--- src/rtl/encoder83_reg.sv ---
`default_nettype none
// ============================================================================
// Module      : encoder83_reg
// Description : Registered 8-to-3 priority encoder with sticky request capture
//               and a valid/ready output; fixed or round-robin priority.
// Revision    : 1.0 - initial release
// ============================================================================
module encoder83_reg #(
    parameter int N        = 8,
    parameter int W        = 3,
    parameter int RR       = 0,
    parameter int HI_FIRST = 1
) (
    input  logic         clk,
    input  logic         rst,
    input  logic [N-1:0] req,
    input  logic [N-1:0] mask,
    output logic [W-1:0] code,
    output logic         valid,
    input  logic         ready,
    output logic [N-1:0] pending
);

    typedef enum logic [0:0] {
        IDLE = 1'b0,
        HOLD = 1'b1
    } state_t;

    state_t         state_q, state_d;
    logic [W-1:0]   code_q, code_d;
    logic [W-1:0]   ptr_q, ptr_d;
    logic [N-1:0]   pending_q, pending_d;
    logic [N-1:0]   clr, elig;
    logic [W-1:0]   sel, idx;
    logic           accept, load;

    always_comb begin
        accept    = (state_q == HOLD) && ready;
        clr       = accept ? (N'(1) << code_q) : '0;
        // A request arriving on the line being acknowledged re-arms it.
        pending_d = (pending_q | req) & ~(clr & ~req);
        elig      = pending_d & mask;
        ptr_d     = accept ? code_q + W'(1) : ptr_q;

        sel = '0;
        idx = '0;
        if (RR != 0) begin
            // Walk down from the farthest offset so the nearest hit above ptr wins.
            for (int k = N - 1; k >= 0; k--) begin
                idx = ptr_d + k[W-1:0];
                if (elig[idx]) sel = idx;
            end
        end else if (HI_FIRST != 0) begin
            for (int i = 0; i < N; i++) begin
                if (elig[i]) sel = i[W-1:0];
            end
        end else begin
            for (int i = N - 1; i >= 0; i--) begin
                if (elig[i]) sel = i[W-1:0];
            end
        end

        load    = (state_q == IDLE) || accept;
        state_d = state_q;
        code_d  = code_q;
        if (load) begin
            state_d = (|elig) ? HOLD : IDLE;
            code_d  = sel;
        end
    end

    always_ff @(posedge clk or posedge rst) begin
        if (rst) begin
            state_q   <= IDLE;
            code_q    <= '0;
            pending_q <= '0;
        end else begin
            state_q   <= state_d;
            code_q    <= code_d;
            pending_q <= pending_d;
        end
    end

    generate
        if (RR != 0) begin : g_rr_ptr
            always_ff @(posedge clk or posedge rst) begin
                if (rst) ptr_q <= '0;
                else     ptr_q <= ptr_d;
            end
        end else begin : g_fixed_ptr
            assign ptr_q = '0;
        end
    endgenerate

    assign code    = code_q;
    assign valid   = (state_q == HOLD);
    assign pending = pending_q;

endmodule
`default_nettype wire

--- config.mk ---
export PLATFORM = sky130hd
export DESIGN_NAME = encoder83_reg
export DESIGN_NICKNAME = d
export VERILOG_FILES = /design/src/rtl/encoder83_reg.sv
export SDC_FILE = /design/constraint.sdc
export NUM_CORES = 1
export LEC_CHECK = 0
export ABC_AREA = 1
export BUFFER_PORTS_ARGS = -buffer_cell sky130_fd_sc_hd__buf_4
export CAP_MARGIN = 20
export CORE_MARGIN = 2
export CORE_UTILIZATION = 47
export DETAILED_ROUTE_END_ITERATION = 8
export PLACE_DENSITY = 0.86
export SYNTH_ARGS = -nofsm -noshare
export SYNTH_HDL_FRONTEND = slang
export SYNTH_SLANG_ARGS = --single-unit
--- constraint.sdc ---
create_clock -name clk -period 2.9 [get_ports clk]
set_clock_uncertainty 0.15 [all_clocks]
set_input_delay 0.29 -clock clk [delete_from_list [all_inputs] [get_ports clk]]
set_output_delay 0.29 -clock clk [all_outputs]
set_load 0.005 [all_outputs]
* Yosys cells after proc, flatten, opt, wreduce, memory -nomap -nowiden
Cells that the tools add are included.
W data, S select, Z words.
** Cells by class
- Shifts and indexed selects :: 1
- Multiplexer cells :: 9
- Reductions and logical operators :: 3
- Bitwise logic cells :: 7
** Operators by type and width (count)
- $and A8 B8 Y8 :: 3
- $not A8 Y8 :: 2
- $mux W3 :: 4
- $mux W8 :: 1
- $or A8 B8 Y8 :: 1
- $reduce_or A8 Y1 :: 1
- $shl A1 B3 Y8 const A :: 1
- $mux W2 :: 2
- $mux W1 :: 2
- $logic_and A1 B1 Y1 :: 1
- $logic_or A1 B1 Y1 :: 1
- $not A1 Y1 :: 1
** Storage, ports and cells
- Register bits :: 12
- Logic and storage cells :: 23
- Bits of input ports :: 19
- Output and inout bits :: 12

* Longest topological paths before layout
Gate-level depths: netlist of the first run.
- Word-level depth :: 13
- Gate-level depth with buffers :: 11
- Depth with buffers taken out :: 11

* Least setup slack after synthesis of the first run
Ideal clock, no wire load.
- Path type :: flip-flop to flip-flop
- Start :: register code_q[0] (netlist: code[0])
- End :: register state_q (netlist: valid)
- Arrival time :: 1170 ps
- Required time :: 2624 ps
- Setup time :: 126 ps
- Clock period less this slack :: 1446 ps
- Setup slack :: 1454 ps
- Cell stages (with the launch flop) :: 8
- Cell sequence :: dfrtp_1 > or2_4 > o21ai_2 > nand2_2 > nand2_2 > nand4_1 > nor2_2 > nand2_1
** On the way
- Longest elaborated chain between the ends :: 8
** Ends and longest elaborated chain
- start, declared :: line 30 : logic [W-1:0] code_q, code_d;
- start signal, assigned :: line 79 : code_q <= code_d;
- $shl A1 B3 Y8 :: line 39 : clr = accept ? (N'(1) << code_q) : '0;
- $mux W8 :: line 39
- $and A8 B8 Y8 :: line 41 : pending_d = (pending_q | req) & ~(clr & ~req);
- $not A8 Y8 :: line 41
- $and A8 B8 Y8 :: line 41
- net pending_d[4] :: line 32 : logic [N-1:0] pending_q, pending_d;
- $and A8 B8 Y8 :: line 42 : elig = pending_d & mask;
- $reduce_or A8 Y1 :: line 67 : state_d = (|elig) ? HOLD : IDLE;
- $mux W1 :: line 67
- end signal, assigned :: line 78 : state_q <= state_d;
- end, declared :: line 29 : state_t state_q, state_d;
The timed path passes the listed nets, and every way through them passes these cells.
A chain may end at the register's enable or synchronous reset.

* Worst setup path after layout of the first run
Ends and elaborated chain as after synthesis.

==> qor.yml, run 1 <==
area_delta_synth_final_pct: 45.5
clkSlewWorstSetupHoldPaths_ns: 0.08
drtIter0Drc: 9
slew_headroom: 0.698
synth_cells: 78
dp.final_hpwl_um: 1240
vdd_drop_max_mv: 0.307
crit_chain: "inv_1, nor2_1, nand3_1, a21o_1, nand2_2, nand4_1, nor2_2, nand2_1"
fmax_mhz: 641
regArea_um2: 300
syn-num-nets: 97
rows: 13
setup-tns-final_ns: 0
p_per_area_mw_per_mm2: 447
cts_tree: "yes"
drv_slew: 0
dieArea_mm2: 0.00167
initial_utilization: 0.497
gp_congestion: 0.776
avgSynthCellArea_um2: 8.18
netlist_area_um2: 638
first_pass_iters: 4
finalHoldViolCount: 0
path_buf_inv: 1
p_leak_nw: 0.467
grt_pass1_vias: 540
start_kind: "flip-flop"
fill_cells: 106
min_period_ns: 1.56
clk_latency_ns: 0.28
die-height_um: 40.8
critPathSlowestCell: "dfrtp_1"
vias_per_cell: 4.94
tightestPinTransition_ns: 0.452
ys_types: 23
hold_class: "in -> reg"
dp_slack_ns: 1.35
drv_cap: 0
port_buffers: 30
cp.required_ns: 2.91
setup_viol: 0
grt_start_max_net_pins: 13
vias: 632
grt_pass1_wl_um: 2190
hold_ws_ns: 0.0676
overflow: 0
ys_seq_area_frac: 0.471
design.core.area_mm2: 0.00128
ys_ff_latch: 12
ant_nets: 0
cts-root-buf: "clkbuf_4"
cts_buffer_depth: 2
status: "complete, no violations"
synth_warnings: 0
fin_crit_sh: 0.538
cp_top_family: "simple AND/OR/NAND/NOR gates"
post-route-util: 0.722
htree_levels: 1
setup_slack_ns: 1.34
ios: 31
numCtsBuffers: 3
critPathMaxFanout: 5
drcViolationCount: 0
end_kind: "flip-flop"
grtUsageTotal: 0.208
multi_input_area_um2: 282
max_stage_delay_ns: 0.43
crit_arrival_ns: 1.57
nets: 133
wl_per_cell_um: 12.0
cts.sinks: 12
wirelength_um: 1540
crit_type: "reg -> reg"
drive_gt1_frac: 0.442
diodes: 0
grt_setup_unrepaired: "no"
antenna_found_initial: 0
die_w_um: 40.8
## area by class of cell
cell class                 instances  area share
timing repair buffer              31       0.253
tap                               15      0.0202
inverter                          15      0.0606
sequential                        12       0.323
clock buffer                       4      0.0391
multi-input combinational         51       0.303
## kinds of logic (layout without fill, tap and decap cells)
kind of cell / count (synthesis) / in the layout / share of synthesized area
DFF: 12 / 12 / 0.471
and+or+nand+nor: 41 / 41 / 0.333
buffers and inverters: 15 / 50 / 0.0882
AOI/OAI and AO/OA: 10 / 10 / 0.108
## repair_timing
item | 4_1_cts | 5_1_grt
buffers inserted | 0 | 0
resized for setup | 0 | 0
hold buffers | 1 | 0
hold endpoints to repair | 12 | 0
## placed cells by master (no fill, tap or decap), types with 2 or more instances in the layout
cell,synthesis,final
nand3b_1,2,2
nor2_2,3,3
nand2_2,6,6
buf_4,0,30
nand2_1,14,14
nand3_1,4,4
nor2_1,6,6
or2_2,2,2
dfrtp_1,12,12
o21ai_1,2,2
inv_1,14,14
clkbuf_4,0,3
## metal layers
layer  vias up  GRT usage  routed length [um]
met4         0      0.142                  51
li1        318          -                   -
met3         6     0.0380                 107
met5         -          0                   0
met1       283      0.256                 629
met2        25      0.324                 748
## cells in the mapped netlist
library cell,instances,area share
inv_1,14,0.082
nand2_1,14,0.082
dfrtp_1,12,0.47
nand2_2,6,0.059
nor2_1,6,0.035
nand3_1,4,0.031
nor2_2,3,0.029
nand3b_1,2,0.024
o21ai_1,2,0.016
or2_2,2,0.020
a211oi_1,1,0.012
a21o_1,1,0.012
a21oi_1,1,0.0078
a21oi_2,1,0.014
a31oi_1,1,0.0098
and2_1,1,0.0098
inv_2,1,0.0059
nand4_1,1,0.0098
nor4_2,1,0.020
o211ai_1,1,0.012
o21a_1,1,0.012
o21ai_2,1,0.014
or2_4,1,0.014
## stage by stage
stage	cell area (um^2)	power [mW]	cells
final	928	0.415	128
after global routing	928	0.436	128
after global placement	882	0.278	123
after detailed placement	882	0.281	123
after floorplan	638	0.234	78
after CTS	928	0.415	128
## flip-flops by register name, indices dropped and copies added, names as in the netlist
register / count
pending: 8
code: 3
valid: 1
## tightest hold or removal path: cells and delay by family
| family | cells | cell delay, ns |
|---|---|---|
| and+or+nand+nor | 1 | 0.07 |
| buffers and inverters | 2 | 0.11 |
## worst paths after layout
kind,start,slack (ns),end,cells past startpoint
hold / removal,req[7],0.07,pending[7],3
setup / recovery,code[0],1.34,valid,8
max in group asynchronous,rst,1.87,valid,3
min in group asynchronous,rst,0.42,code[0],3
hold reg to reg,pending[7],0.37,pending[7],2
setup reg to reg,code[0],1.34,valid,8
## report_power, final
| part | leakage [nW] | internal (mW) | switching (mW) | total [mW] |
|---|---|---|---|---|
| logic | 0.334 | 0.0475 | 0.0424 | 0.0899 |
| registers | 0.112 | 0.178 | 0.0112 | 0.189 |
| clock network | 0.0210 | 0.0764 | 0.0601 | 0.136 |
| total | 0.467 | 0.301 | 0.114 | 0.415 |
(Power assumes the default switching activity.)
==> run 2, diff against run 1 <==
Settings changed: CORE_UTILIZATION 47 to 39, PLACE_DENSITY 0.86 to 0.77.
Clock period 2.9 ns to 1.41 ns, I/O delays scaled along.
==> run 2 against run 1 <==
The flow now finishes with violations (negative setup slack). Die area up 18%. Via count increased by 6.3%. Clock-buffer cell count down 1. Utilization is 1.7 points lower. First-iteration DRC count down 33%. Sequential power up 100%. Worst setup slack got worse by 1.4 ns. Non-clock buffer count grew 15. Register-to-register slack lost 1.4 ns. Worst hold slack got worse by 0.039 ns. Largest power group unchanged. Highest routed layer unchanged.
==> qor.yml, run 2 (synthesis results as in run 1) <==
dieArea_mm2: 0.00198  # +18%
largest_reg_flops: 8  # unchanged
setup_slack_ns: -0.0920  # -1.43 ns
cts_tree: "yes"
dp_slack_ns: -0.124  # -1.48 ns
vdd_drop_max_mv: 0.574  # +87%
area_delta_synth_final_pct: 68.4
clkPwrFrac: 0.247  # -0.082
port_buffers: 30  # unchanged
diodes: 0  # unchanged
grt_pass1_wl_um: 2780  # +27%
cts_buffer_depth: 2  # unchanged
first_pass_iters: 4  # unchanged
cp.required_ns: 1.42  # -1.49 ns
drtIter0Drc: 6  # -3
sequentialPowerShare: 0.463  # +0.008
die-height_um: 44.5  # +8.8%
min_period_ns: 1.50  # -0.0590 ns
drv_cap: 0  # unchanged
ios: 31  # unchanged
htree_levels: 1  # unchanged
p_comb_frac: 0.290  # +0.073
clkSlewWorstSetupHoldPaths_ns: 0.08  # about the same
grtUsageTotal: 0.194  # -0.0142
critPathMaxFanout: 5  # unchanged
antenna_found_initial: 0  # unchanged
vias: 672  # +6.3%
final_cell_count_no_fill: 143  # +12%
swShare: 0.280  # +0.00640
die_w_um: 44.5  # +8.8%
wirelength_um: 1610  # +4.6%
slew_headroom: 0.684  # -0.0141
initial_utilization: 0.419  # -0.0779
fin_crit_sh: 1.07  # +0.527
design.core.area_mm2: 0.00152  # +19%
overflow: 0  # unchanged
dp.final_hpwl_um: 1310  # +5.3%
setup_viol: 4  # +4
post-route-util: 0.705  # -0.0172
drive_gt1_frac: 0.512  # +0.0693
fmax_mhz: 666  # +3.9%
finalHoldViolCount: 0  # unchanged
grt_pass1_vias: 709  # +31%
grt_setup_unrepaired: "yes"
cts.sinks: 12  # unchanged
numCtsBuffers: 3  # unchanged
p_per_area_mw_per_mm2: 775  # +73%
violations: "negative setup slack"
setup-tns-final_ns: -0.217  # -0.217 ns
start_kind: "flip-flop"
cts-root-buf: "clkbuf_4"
p_total_mw: 0.832  # +100%
end_kind: "flip-flop"
drcViolationCount: 0  # unchanged
final_common_cell: "buf_4"
internal-power_mw: 0.599  # +99%
vias_per_cell: 4.70  # -4.8%
wl_per_cell_um: 11.2  # -6.4%
gp_congestion: 0.763  # -1.7%
drv_slew: 0  # unchanged
crit_type: "reg -> reg"
final_cell_mix: "buf_4, inv_1, nand2_1"
grt_start_max_net_pins: 13  # unchanged
p_leak_nw: 0.533  # +14%
nets: 148  # +11%
dp_cells: 131  # +6.5%
tightestPinTransition_ns: 0.473  # +0.0211 ns
crit_arrival_ns: 1.51  # -0.06 ns
hold_class: "in -> reg"
power.switching_mw: 0.233  # +110%
rows: 14  # +1
status: "finished with violations"
clk_latency_ns: 0.27  # about the same
ant_nets: 0  # unchanged
-- run 2: cell types whose count changed in the layout (fill, tap and decap cells not counted), sizes merged --
cell,change
buf,+9
clkbuf,-1
dlygate4sd3,+6
-- run 2: worst paths after layout --
kind	start	end	slack (ns)	depth (start not counted)
max in group asynchronous	rst	pending[7]	0.49	3
min in group asynchronous	rst	pending[0]	0.29	3
max reg2reg	code[1]	valid	-0.09	7
min	req[0]	pending[0]	0.03	3
max	code[1]	valid	-0.09	7
min reg2reg	pending[7]	pending[7]	0.37	2
-- run 2: layout make-up --
type / instances / area, um^2
Multi-Input combinational cell: 51 / 309
Sequential cell: 12 / 300
Tap cell: 16 / 20.0
Fill cell: 134 / 449
Inverter: 15 / 56.3
Clock buffer: 3 / 22.5
Timing Repair Buffer: 46 / 367
-- run 2: through the flow --
stage               hold slack (ns)  cell area [um^2]
floorplan                    -0.144               638
global placement             0.0342               936
detailed placement           0.0484               936
CTS                          0.0111              1040
global route                 0.0516              1070
finish                       0.0284              1070
-- run 2: power groups by stage --
| stage | Sequential (mW) | Combinational (mW) | Clock, mW |
|---|---|---|---|
| 3_3_place_gp | 0.388 | 0.206 | 0 |
| 4_1_cts | 0.384 | 0.230 | 0.214 |
| 2_1_floorplan | 0.393 | 0.0885 | 0 |
| 3_5_place_dp | 0.389 | 0.211 | 0 |
| 5_1_grt | 0.388 | 0.267 | 0.227 |
| 6_report | 0.386 | 0.241 | 0.205 |
-- run 2: repair_timing --
item                       in CTS  in global routing
hold buffers                    7                  0
pin swaps                       4                  3
setup endpoints to repair       4                  4
resized for setup               3                  6
hold endpoints to repair       18                  0
gates cloned                    0                  0
setup buffers                   0                  2
-- run 2: layer usage --
layer,wire (um),part of all wire,vias to the layer above,global-route usage
met5,0,0,-,0
met4,13,0.0081,0,0.0727
met3,71,0.044,2,0.0367
met2,845,0.53,22,0.356
met1,677,0.42,303,0.219
li1,-,-,345,-
-- run 2: critical path: stages, from the launching register on --
cell and delay, ns:
dfrtp_1 0.42, or2_4 0.28, o21ai_2 0.12, nand2_2 0.07
nand2_2 0.07, nand4_1 0.10, nor2_2 0.11, nand2_1 0.06
==> run 3, diff against run 2 <==
Settings changed: SKIP_CTS_REPAIR_TIMING set to 1.
==> run 3 against run 2 <==
The flow still finishes with violations (negative setup slack). Routed wire length is 1.7% higher. Combinational power decreased by 3%. Fmax fell by 1.7%. Clock power about the same. Utilization is 0.90 points lower. Largest cell class unchanged. Non-clock buffer count is 1 lower. First-iteration DRC count up 17%. Flip-flop and latch count stayed put. Sequential power is essentially flat.
==> qor.yml, run 3 (synthesis results as in run 1) <==
cp.required_ns: 1.41  # about the same
path_buf_inv: 0  # unchanged
regArea_um2: 300  # unchanged
grt_setup_unrepaired: "yes"
start_kind: "flip-flop"
fmax_mhz: 654  # -1.7%
ant_nets: 0  # unchanged
die_w_um: 44.5  # unchanged
final_common_cell: "buf_4"
p_leak_nw: 0.528  # -0.93%
fill_cells: 131  # -2.2%
p_total_mw: 0.826  # -0.81%
gp_congestion: 0.763  # unchanged
area_delta_synth_final_pct: 66.3
grt_pass1_wl_um: 2620  # -5.9%
clkSlewWorstSetupHoldPaths_ns: 0.08  # about the same
crit_arrival_ns: 1.53  # +0.02 ns
crit_type: "reg -> reg"
setup_viol: 4  # unchanged
slew_headroom: 0.681  # -0.00304
hold_class: "in -> reg"
finalHoldViolCount: 0  # unchanged
design.core.area_mm2: 0.00152  # unchanged
crit_chain: "or2_4, o21ai_2, nand2_2, nand2_2, nand4_1, nor2_2, nand2_1"
numCtsBuffers: 3  # unchanged
min_period_ns: 1.53  # +0.0266 ns
drv_cap: 0  # unchanged
post-route-util: 0.696  # -0.00903
cp_common_cell: "nand2_2"
cts_tree: "yes"
port_buffers: 30  # unchanged
nets: 147  # -0.68%
vdd_drop_max_mv: 0.563  # -1.8%
max_stage_delay_ns: 0.41  # about the same
drive_gt1_frac: 0.484  # -0.0277
status: "finished with violations"
final_cell_count_no_fill: 142  # -0.70%
vias_per_cell: 4.75  # +1.2%
die-height_um: 44.5  # unchanged
fin_crit_sh: 1.08  # +0.0189
critPathSlowestCell: "dfrtp_1"
multi_input_area_um2: 303  # -2.0%
htree_levels: 1  # unchanged
drcViolationCount: 0  # unchanged
ios: 31  # unchanged
dp_cells: 131  # unchanged
wirelength_um: 1630  # +1.7%
critPathMaxFanout: 4  # -1
antenna_found_initial: 0  # unchanged
diodes: 0  # unchanged
cts.sinks: 12  # unchanged
dieArea_mm2: 0.00198  # unchanged
clk_latency_ns: 0.26  # about the same
end_kind: "flip-flop"
largest_reg_flops: 8  # unchanged
wl_per_cell_um: 11.5  # +2.4%
initial_utilization: 0.419  # unchanged
drtIter0Drc: 7  # +1
vias: 675  # +0.45%
dp.final_hpwl_um: 1310  # unchanged
setup_slack_ns: -0.119  # -0.0266 ns
grt_start_max_net_pins: 13  # unchanged
violations: "negative setup slack"
cts_buffer_depth: 2  # unchanged
cts-root-buf: "clkbuf_4"
p_per_area_mw_per_mm2: 778  # +0.48%
drv_slew: 0  # unchanged
rows: 14  # unchanged
grtUsageTotal: 0.183  # -0.0110
overflow: 0  # unchanged
cp_top_family: "simple AND/OR/NAND/NOR gates"
first_pass_iters: 4  # unchanged
final_cell_mix: "buf_4, inv_1, nand2_1"
tightestPinTransition_ns: 0.478  # +0.00455 ns
grt_pass1_vias: 663  # -6.5%
run 3: changes by cell type in the layout (fill, tap and decap cells not counted), sizes merged:
cell	before	now
buf	39	38
run 3: worst reg2reg max path: stages (launching register included):
cell	delay, ns
dfrtp_1	0.41
or2_4	0.28
o21ai_2	0.14
nand2_2	0.07
nand2_2	0.07
nand4_1	0.11
nor2_2	0.11
nand2_1	0.06
run 3: area by class of cell:
cell class,instances,share of cell area
clock buffer,3,0.0212
timing repair buffer,45,0.338
multi-input combinational,51,0.285
inverter,15,0.0531
tap,16,0.0189
sequential,12,0.283
run 3: power by group:
group	internal (mW)	leakage (nW)	switching (mW)
Combinational	0.130	0.402	0.104
Sequential	0.365	0.112	0.0193
Clock	0.0985	0.0138	0.109
Total	0.594	0.528	0.232
run 3: path summary, 6_finish.rpt:
check / start / endpoint / slack [ns] / depth (start not counted)
worst max-delay path: code[0] / valid / -0.12 / 7
worst min-delay path: req[0] / pending[0] / 0.03 / 3
worst max register to register: code[0] / valid / -0.12 / 7
worst min register to register: pending[7] / pending[7] / 0.37 / 2
max in group asynchronous: rst / pending[7] / 0.49 / 3
min in group asynchronous: rst / pending[0] / 0.29 / 3
run 3: per-stage QoR:
stage          hold slack (ns)  cell area (um^2)  setup slack [ns]  setup TNS [ns]
2_1_floorplan           -0.144               638           -0.0362         -0.0621
3_3_place_gp            0.0342               936           -0.0934          -0.192
3_5_place_dp            0.0484               936            -0.124          -0.293
4_1_cts                 -0.244               958            -0.123          -0.320
5_1_grt                 0.0323              1060            -0.192          -0.653
6_report                0.0277              1060            -0.119          -0.307
run 3: layer usage:
metal / share of wire / wire length (um) / up-vias / global-route usage
met5: 0 / 0 / - / 0
met2: 0.50 / 820 / 26 / 0.329
met3: 0.047 / 76 / 2 / 0.0367
li1: - / - / 342 / -
met4: 0.0080 / 13 / 0 / 0.0727
met1: 0.44 / 724 / 305 / 0.209
